$ cat src/rtl/mult_pkg.sv
// Shared types and helpers for the iterative shift-add multiplier.
package mult_pkg;

   typedef enum logic [1:0] {IDLE, BUSY, DONE} state_t;

   // Widest operand the helper below can take; operands are sign-extended to it.
   localparam int MAX_W = 64;

   // Magnitude of x when it is a signed operand, x unchanged otherwise.
   function automatic logic [MAX_W-1:0] abs_val(input logic sign,
                                                input logic signed [MAX_W-1:0] x);
      return (sign && x[MAX_W-1]) ? -x : x;
   endfunction

endpackage

$ cat src/rtl/mult_seq_dp.sv
// Multiplier datapath: operand magnitude latch, shift registers, accumulator, final negate.
// Optional MULT_EARLY_OUT_EN exposes a zero-detect on the unshifted multiplier bits.
module mult_seq_dp
   import mult_pkg::*;
#(
   parameter int WIDTH = 32
) (
   input  logic               clk,
   input  logic               reset,
   input  logic               load,
   input  logic               step,
   input  logic               last,
   input  logic               sign,
   input  logic [WIDTH-1:0]   a,
   input  logic [WIDTH-1:0]   b,
`ifdef MULT_EARLY_OUT_EN
   output logic               rest_zero,
`endif
   output logic [2*WIDTH-1:0] z
);

   logic signed [MAX_W-1:0] a_ext;
   logic signed [MAX_W-1:0] b_ext;
   logic [WIDTH-1:0]        mag_a;
   logic [WIDTH-1:0]        mag_b;
   logic [WIDTH-1:0]        mplier;
   logic [2*WIDTH-1:0]      mcand;
   logic [2*WIDTH-1:0]      acc;
   logic [2*WIDTH-1:0]      sum;
   logic                    neg;

   always_comb begin
      a_ext = MAX_W'($signed(a));
      b_ext = MAX_W'($signed(b));
      mag_a = WIDTH'(abs_val(sign, a_ext));
      mag_b = WIDTH'(abs_val(sign, b_ext));
      sum   = acc + (mplier[0] ? mcand : '0);
   end

`ifdef MULT_EARLY_OUT_EN
   // Bits above the one being consumed this edge; all zero means nothing left to add.
   assign rest_zero = (mplier[WIDTH-1:1] == '0);
`endif

   always_ff @(posedge clk or negedge reset) begin
      if (!reset) begin
         mcand  <= '0;
         mplier <= '0;
         acc    <= '0;
         neg    <= 1'b0;
         z      <= '0;
      end else if (load) begin
         mcand  <= {{WIDTH{1'b0}}, mag_a};
         mplier <= mag_b;
         acc    <= '0;
         neg    <= sign & (a[WIDTH-1] ^ b[WIDTH-1]);
      end else if (step) begin
         acc    <= sum;
         mcand  <= mcand << 1;
         mplier <= mplier >> 1;
         if (last)
            z <= neg ? -sum : sum;
      end
   end

endmodule

$ cat src/rtl/mult_seq.sv
// Iterative shift-add multiplier top: start/busy/done FSM and bit counter.
// Define MULT_EARLY_OUT_EN to finish as soon as the remaining multiplier bits are zero.
module mult_seq
   import mult_pkg::*;
#(
   parameter int WIDTH = 32
) (
   input  logic               clk,
   input  logic               reset,
   input  logic               start,
   input  logic               sign,
   input  logic [WIDTH-1:0]   a,
   input  logic [WIDTH-1:0]   b,
   output logic               busy,
   output logic               done,
   output logic [2*WIDTH-1:0] z
);

   localparam int CNT_W = $clog2(WIDTH);
   localparam logic [CNT_W-1:0] CNT_LAST = CNT_W'(WIDTH - 1);

   state_t           state;
   logic [CNT_W-1:0] cnt;
   logic             accept;
   logic             step;
   logic             last;
`ifdef MULT_EARLY_OUT_EN
   logic             rest_zero;
`endif

   always_comb begin
      accept = start && (state != BUSY);
      step   = (state == BUSY);
`ifdef MULT_EARLY_OUT_EN
      last   = step && ((cnt == CNT_LAST) || rest_zero);
`else
      last   = step && (cnt == CNT_LAST);
`endif
   end

   always_ff @(posedge clk or negedge reset) begin
      if (!reset) begin
         state <= IDLE;
         busy  <= 1'b0;
         done  <= 1'b0;
         cnt   <= '0;
      end else begin
         case (state)
            IDLE: begin
               done <= 1'b0;
               if (start) begin
                  state <= BUSY;
                  busy  <= 1'b1;
                  cnt   <= '0;
               end
            end
            BUSY: begin
               if (last) begin
                  state <= DONE;
                  busy  <= 1'b0;
                  done  <= 1'b1;
               end else begin
                  cnt <= cnt + 1'b1;
               end
            end
            DONE: begin
               done <= 1'b0;
               if (start) begin
                  state <= BUSY;
                  busy  <= 1'b1;
                  cnt   <= '0;
               end else begin
                  state <= IDLE;
               end
            end
            default: begin
               state <= IDLE;
               busy  <= 1'b0;
               done  <= 1'b0;
            end
         endcase
      end
   end

   mult_seq_dp #(.WIDTH(WIDTH)) u_dp (
      .clk       (clk),
      .reset     (reset),
      .load      (accept),
      .step      (step),
      .last      (last),
      .sign      (sign),
      .a         (a),
      .b         (b),
`ifdef MULT_EARLY_OUT_EN
      .rest_zero (rest_zero),
`endif
      .z         (z)
   );

endmodule
$ cat config.mk
export PLATFORM = sky130hd
export DESIGN_NAME = mult_seq
export DESIGN_NICKNAME = d
export VERILOG_FILES = /design/src/rtl/mult_pkg.sv /design/src/rtl/mult_seq_dp.sv /design/src/rtl/mult_seq.sv
export SDC_FILE = /design/constraint.sdc
export NUM_CORES = 1
export LEC_CHECK = 0
export ABC_AREA = 1
export BUFFER_PORTS_ARGS = -buffer_cell sky130_fd_sc_hd__buf_2
export CAP_MARGIN = 10
export CORE_MARGIN = 2
export CORE_UTILIZATION = 53
export CTS_CLUSTER_DIAMETER = 60
export CTS_CLUSTER_SIZE = 12
export DETAILED_ROUTE_END_ITERATION = 10
export PLACE_DENSITY = 0.76
export SYNTH_ARGS = -nofsm -noshare
export SYNTH_HDL_FRONTEND = slang
export SYNTH_HIERARCHICAL = 1
export SYNTH_SLANG_ARGS = --single-unit
export TNS_END_PERCENT = 20
$ cat constraint.sdc
create_clock -name clk -period 3.5 [get_ports clk]
set_input_delay 0.35 -clock clk [delete_from_list [all_inputs] [get_ports clk]]
set_output_delay 0.35 -clock clk [all_outputs]
set_load 0.02 [all_outputs]
==> run metrics <==
register area=a little under 6000 µm²; post-route setup slack=-53.83 ps; TritonCTS Sinks=between 200 and 250; Vert. Die Dim=roughly 200 µm; Final Slew Violations=0; Hold Crit Class=input port to register; Finish-stage setup viols=4; Max Used Layer=met5; met2 wire length=approximately 31000 µm; Mapped Nets=about 3400; Multi-input gate area=12490 µm²; I/O pin cnt=134; CP Max Fanout=28; # rows=70; Hold Crit Start=a[30]; Synth Register Bits=approximately 230; met3 routed WL=just under 9000 µm; RePlAce Congestion=between 1 and 1.5; TritonCTS clock tree=yes; WL/cell=around 18 µm; Main synth FF type=dfrtp_1; Final ANT Viol Nets=0; crit path kind=register to register; Least-Margin Pin Slew=about 1100 ps; CP arrival=just under 4000 ps; Setup crit end kind=register; Critical-path top delay cell=dfrtp_2; yosys warns=6; post-route cell area=between 20000 and 25000 µm²; Post-Synthesis Cells=about 3200; most used cell, CP=nand2_1; worst hold slack=~100 ps; critical-path cell list=buf_12, nand2_1, inv_1, ha_2, nand2_1, nor2_1, inv_2, nor3_1, nand3_1, buf_4, nand4_1, nand2_1, nor2_1, nand2_1, nor2_4, nand3_2, nand2_2, nand2_1, nand3_1, nand2_1; total congestion overflow=0; M1 WL=32100 µm; drt pass-1 iters=7; P_int=roughly 11000 µW; area leader, netlist=dfrtp_1; drt drc=0; Synth Area per Inst=approximately 6.0 µm²; skew final=roughly 22 ps; Gate power share=64.6%; initial antenna violation count=1; n_diodes=0; Max VDD drop=~0.60 mV; Fin. Hold Viols=0; leak pwr=around 0.013 µW; worst endpoint required time=a little under 4000 ps; crit path time final=roughly 3600 ps; Max-Cap Viols=0; CTS root buffer=clkbuf_16; status=complete, but fails checks; CORE AREA=36430 µm²; power share of the clock group=12.7%; crit share post-route=101.5%; Post-Syn Area=between 15000 and 20000 µm²; area grow syn2layout=27.40%; Worst-Skew Late Latency=between 500 and 600 ps; Num CTS Buffers=27; Slew HR=approximately 25%; RR Startpoint=u_dp/mplier[0]$_DFFE_PN0P_; total track usage=between 30% and 40%; first-pass GRT wire length=roughly 110000 µm; fillcell total=approximately 3300; layout cells sized above 1=23.15%; vias per cell=between 5 and 6; Seq pwr share=between 20% and 30%; switching power total=~11000 µW; Post-Route WL=roughly 74000 µm; pwr dens=approximately 880 nW/µm²; Async SR Flop Fraction=100.0%; failing checks=setup timing; DR vias=between 20000 and 25000; Port Buf Inserts=~130; largest net degree at the start of global routing=roughly 100; Yosys cell types=44; Starting Density=between 50% and 60%; number of flops mapped to enable cells by yosys=0; critical path launch point=u_dp/mplier[0]$_DFFE_PN0P_; unrepaired setup endpoints after global routing=true; Seq/Total Area, Yosys=between 20 and 30%; DIE AREA=between 30000 and 40000 µm²; number of global-route vias before repair=approximately 21000; crit-path max cell delay=between 400 and 500 ps; clock slew at reported path FFs=60 ps; sw frac=~51%; top post-synthesis cells by area=dfrtp_1 (30%), nand2_1 (23%), inv_1 (11%); placed inst area=roughly 23000 µm²; H-tree levels=1; DP HPWL=58180 µm; Post-Place Worst Slack=-432.6 ps; CP Launch Type=register; drt first-iter violations=around 2400; top-area cell type share of the netlist area=about 30%; FMAX=281.4 MHz; Die X-Extent=around 200 µm; Final nets=about 3700; clk buf depth=3
[synth_stat cells, types with 5 or more instances]
| cell type | instances |
|---|---|
| o21bai_1 | 5 |
| nand3_2 | 15 |
| nor2_4 | 11 |
| xor2_1 | 38 |
| nor3_1 | 27 |
| o221ai_1 | 48 |
| nor4_1 | 7 |
| nand4_1 | 31 |
| inv_1 | 581 |
| nand3_1 | 213 |
| dfrtp_1 | 234 |
| nand2_2 | 39 |
| inv_2 | 24 |
| nor2_1 | 253 |
| nor2_2 | 27 |
| xnor2_1 | 8 |
| clkbuf_1 | 65 |
| nand2_1 | 1205 |
| o211ai_1 | 14 |
| clkinv_1 | 8 |
| ha_1 | 68 |
| a21oi_1 | 88 |
| o21ai_0 | 144 |
| o22ai_1 | 33 |
[worst paths after layout]
| path | to | slack, ps | cells after the start |
|---|---|---|---|
| hold reg to reg | u_dp/z[45]$_DFFE_PN0P_ | 480 | 2 |
| max in group asynchronous | u_dp/acc[57]$_DFFE_PN0P_ | 2270 | 3 |
| hold / removal | u_dp/mcand[30]$_DFFE_PN0P_ | 100 | 3 |
| setup / recovery | u_dp/z[47]$_DFFE_PN0P_ | -50 | 20 |
| setup reg to reg | u_dp/z[47]$_DFFE_PN0P_ | -50 | 20 |
| min in group asynchronous | u_dp/acc[3]$_DFFE_PN0P_ | 380 | 2 |
[power groups by stage]
stage / Sequential, µW / Clock (µW) / Combinational (µW)
finish: 4970 / 2790 / 14100
global route: 5040 / 2920 / 15300
CTS: 4830 / 2810 / 12700
detailed placement: 4830 / 0 / 12300
global placement: 4810 / 0 / 12100
floorplan: 4930 / 0 / 6800
[cell families (layout without fill, tap and decap cells)]
kind of cell / count (synthesis) / in the layout / synth area share [%]
buffers and inverters: 686 / 1056 / 13.21
flip-flops: 234 / 234 / 29.98
XOR/XNOR: 47 / 47 / 2.146
adder cells (fa/ha/maj): 69 / 69 / 4.459
AND/OR/NAND/NOR: 1851 / 1851 / 39.86
AO/OA/AOI/OAI: 345 / 345 / 10.34
[repair_timing]
action	in CTS	in global routing
pin swaps	9	41
endpoints found under the hold margin	95	0
endpoints found under the setup margin	35	42
hold buffers	1	0
setup buffers	2	9
resized for setup	78	265
[sequential cells by signal, summed over array words and instances, names as in the netlist]
signal / flops
cnt: 5
busy: 1
u_dp/z: 64
u_dp/neg: 1
u_dp/mplier: 32
done: 1
u_dp/mcand: 64
state: 2
u_dp/acc: 64
[through the flow]
stage,TNS [ps],utilization (%),total power (µW),cells
2_1_floorplan,0,-,11730,3232
5_1_grt,-3906,68.28,23230,4070
3_5_place_dp,-6561,61.97,17120,4018
3_3_place_gp,-5724,61.97,16930,4018
6_report,-116.8,68.28,21890,4070
4_1_cts,0,65.14,20310,4061
[placed cells by master (no fill, tap or decap), types with 36 or more instances in the layout]
| cell | count |
|---|---|
| buf_2 | 132 |
| xor2_1 | 36 |
| inv_1 | 577 |
| nor2_1 | 173 |
| nand3_1 | 197 |
| nor2_4 | 49 |
| a21oi_1 | 76 |
| dfrtp_1 | 233 |
| nand2_2 | 125 |
| o21ai_0 | 142 |
| buf_4 | 260 |
| nand2_1 | 1101 |
| nor2_2 | 69 |
| o221ai_1 | 48 |
[metal layers]
layer | vias up | track usage, %
met3 | 92 | 10.42
met4 | 2 | 9.428
li1 | 10760 | -
met2 | 1045 | 56.06
met1 | 10460 | 54.52
met5 | - | 0
[worst max-delay path: cells and delay by family, from the launching register on]
family	cells	cell delay [ps]
AND/OR/NAND/NOR	15	2040
buffers and inverters	4	480
flip-flops	1	470
adder cells (fa/ha/maj)	1	400
[area by class of cell]
| type | count | area share, % |
|---|---|---|
| multi-input combinational | 2312 | 50.20 |
| timing repair buffer | 403 | 11.33 |
| sequential | 234 | 23.54 |
| clock inverter | 8 | 0.4577 |
| inverter | 613 | 9.254 |
| clock buffer | 32 | 2.872 |
| tap | 468 | 2.354 |
Power figures use the tool's default switching activity.
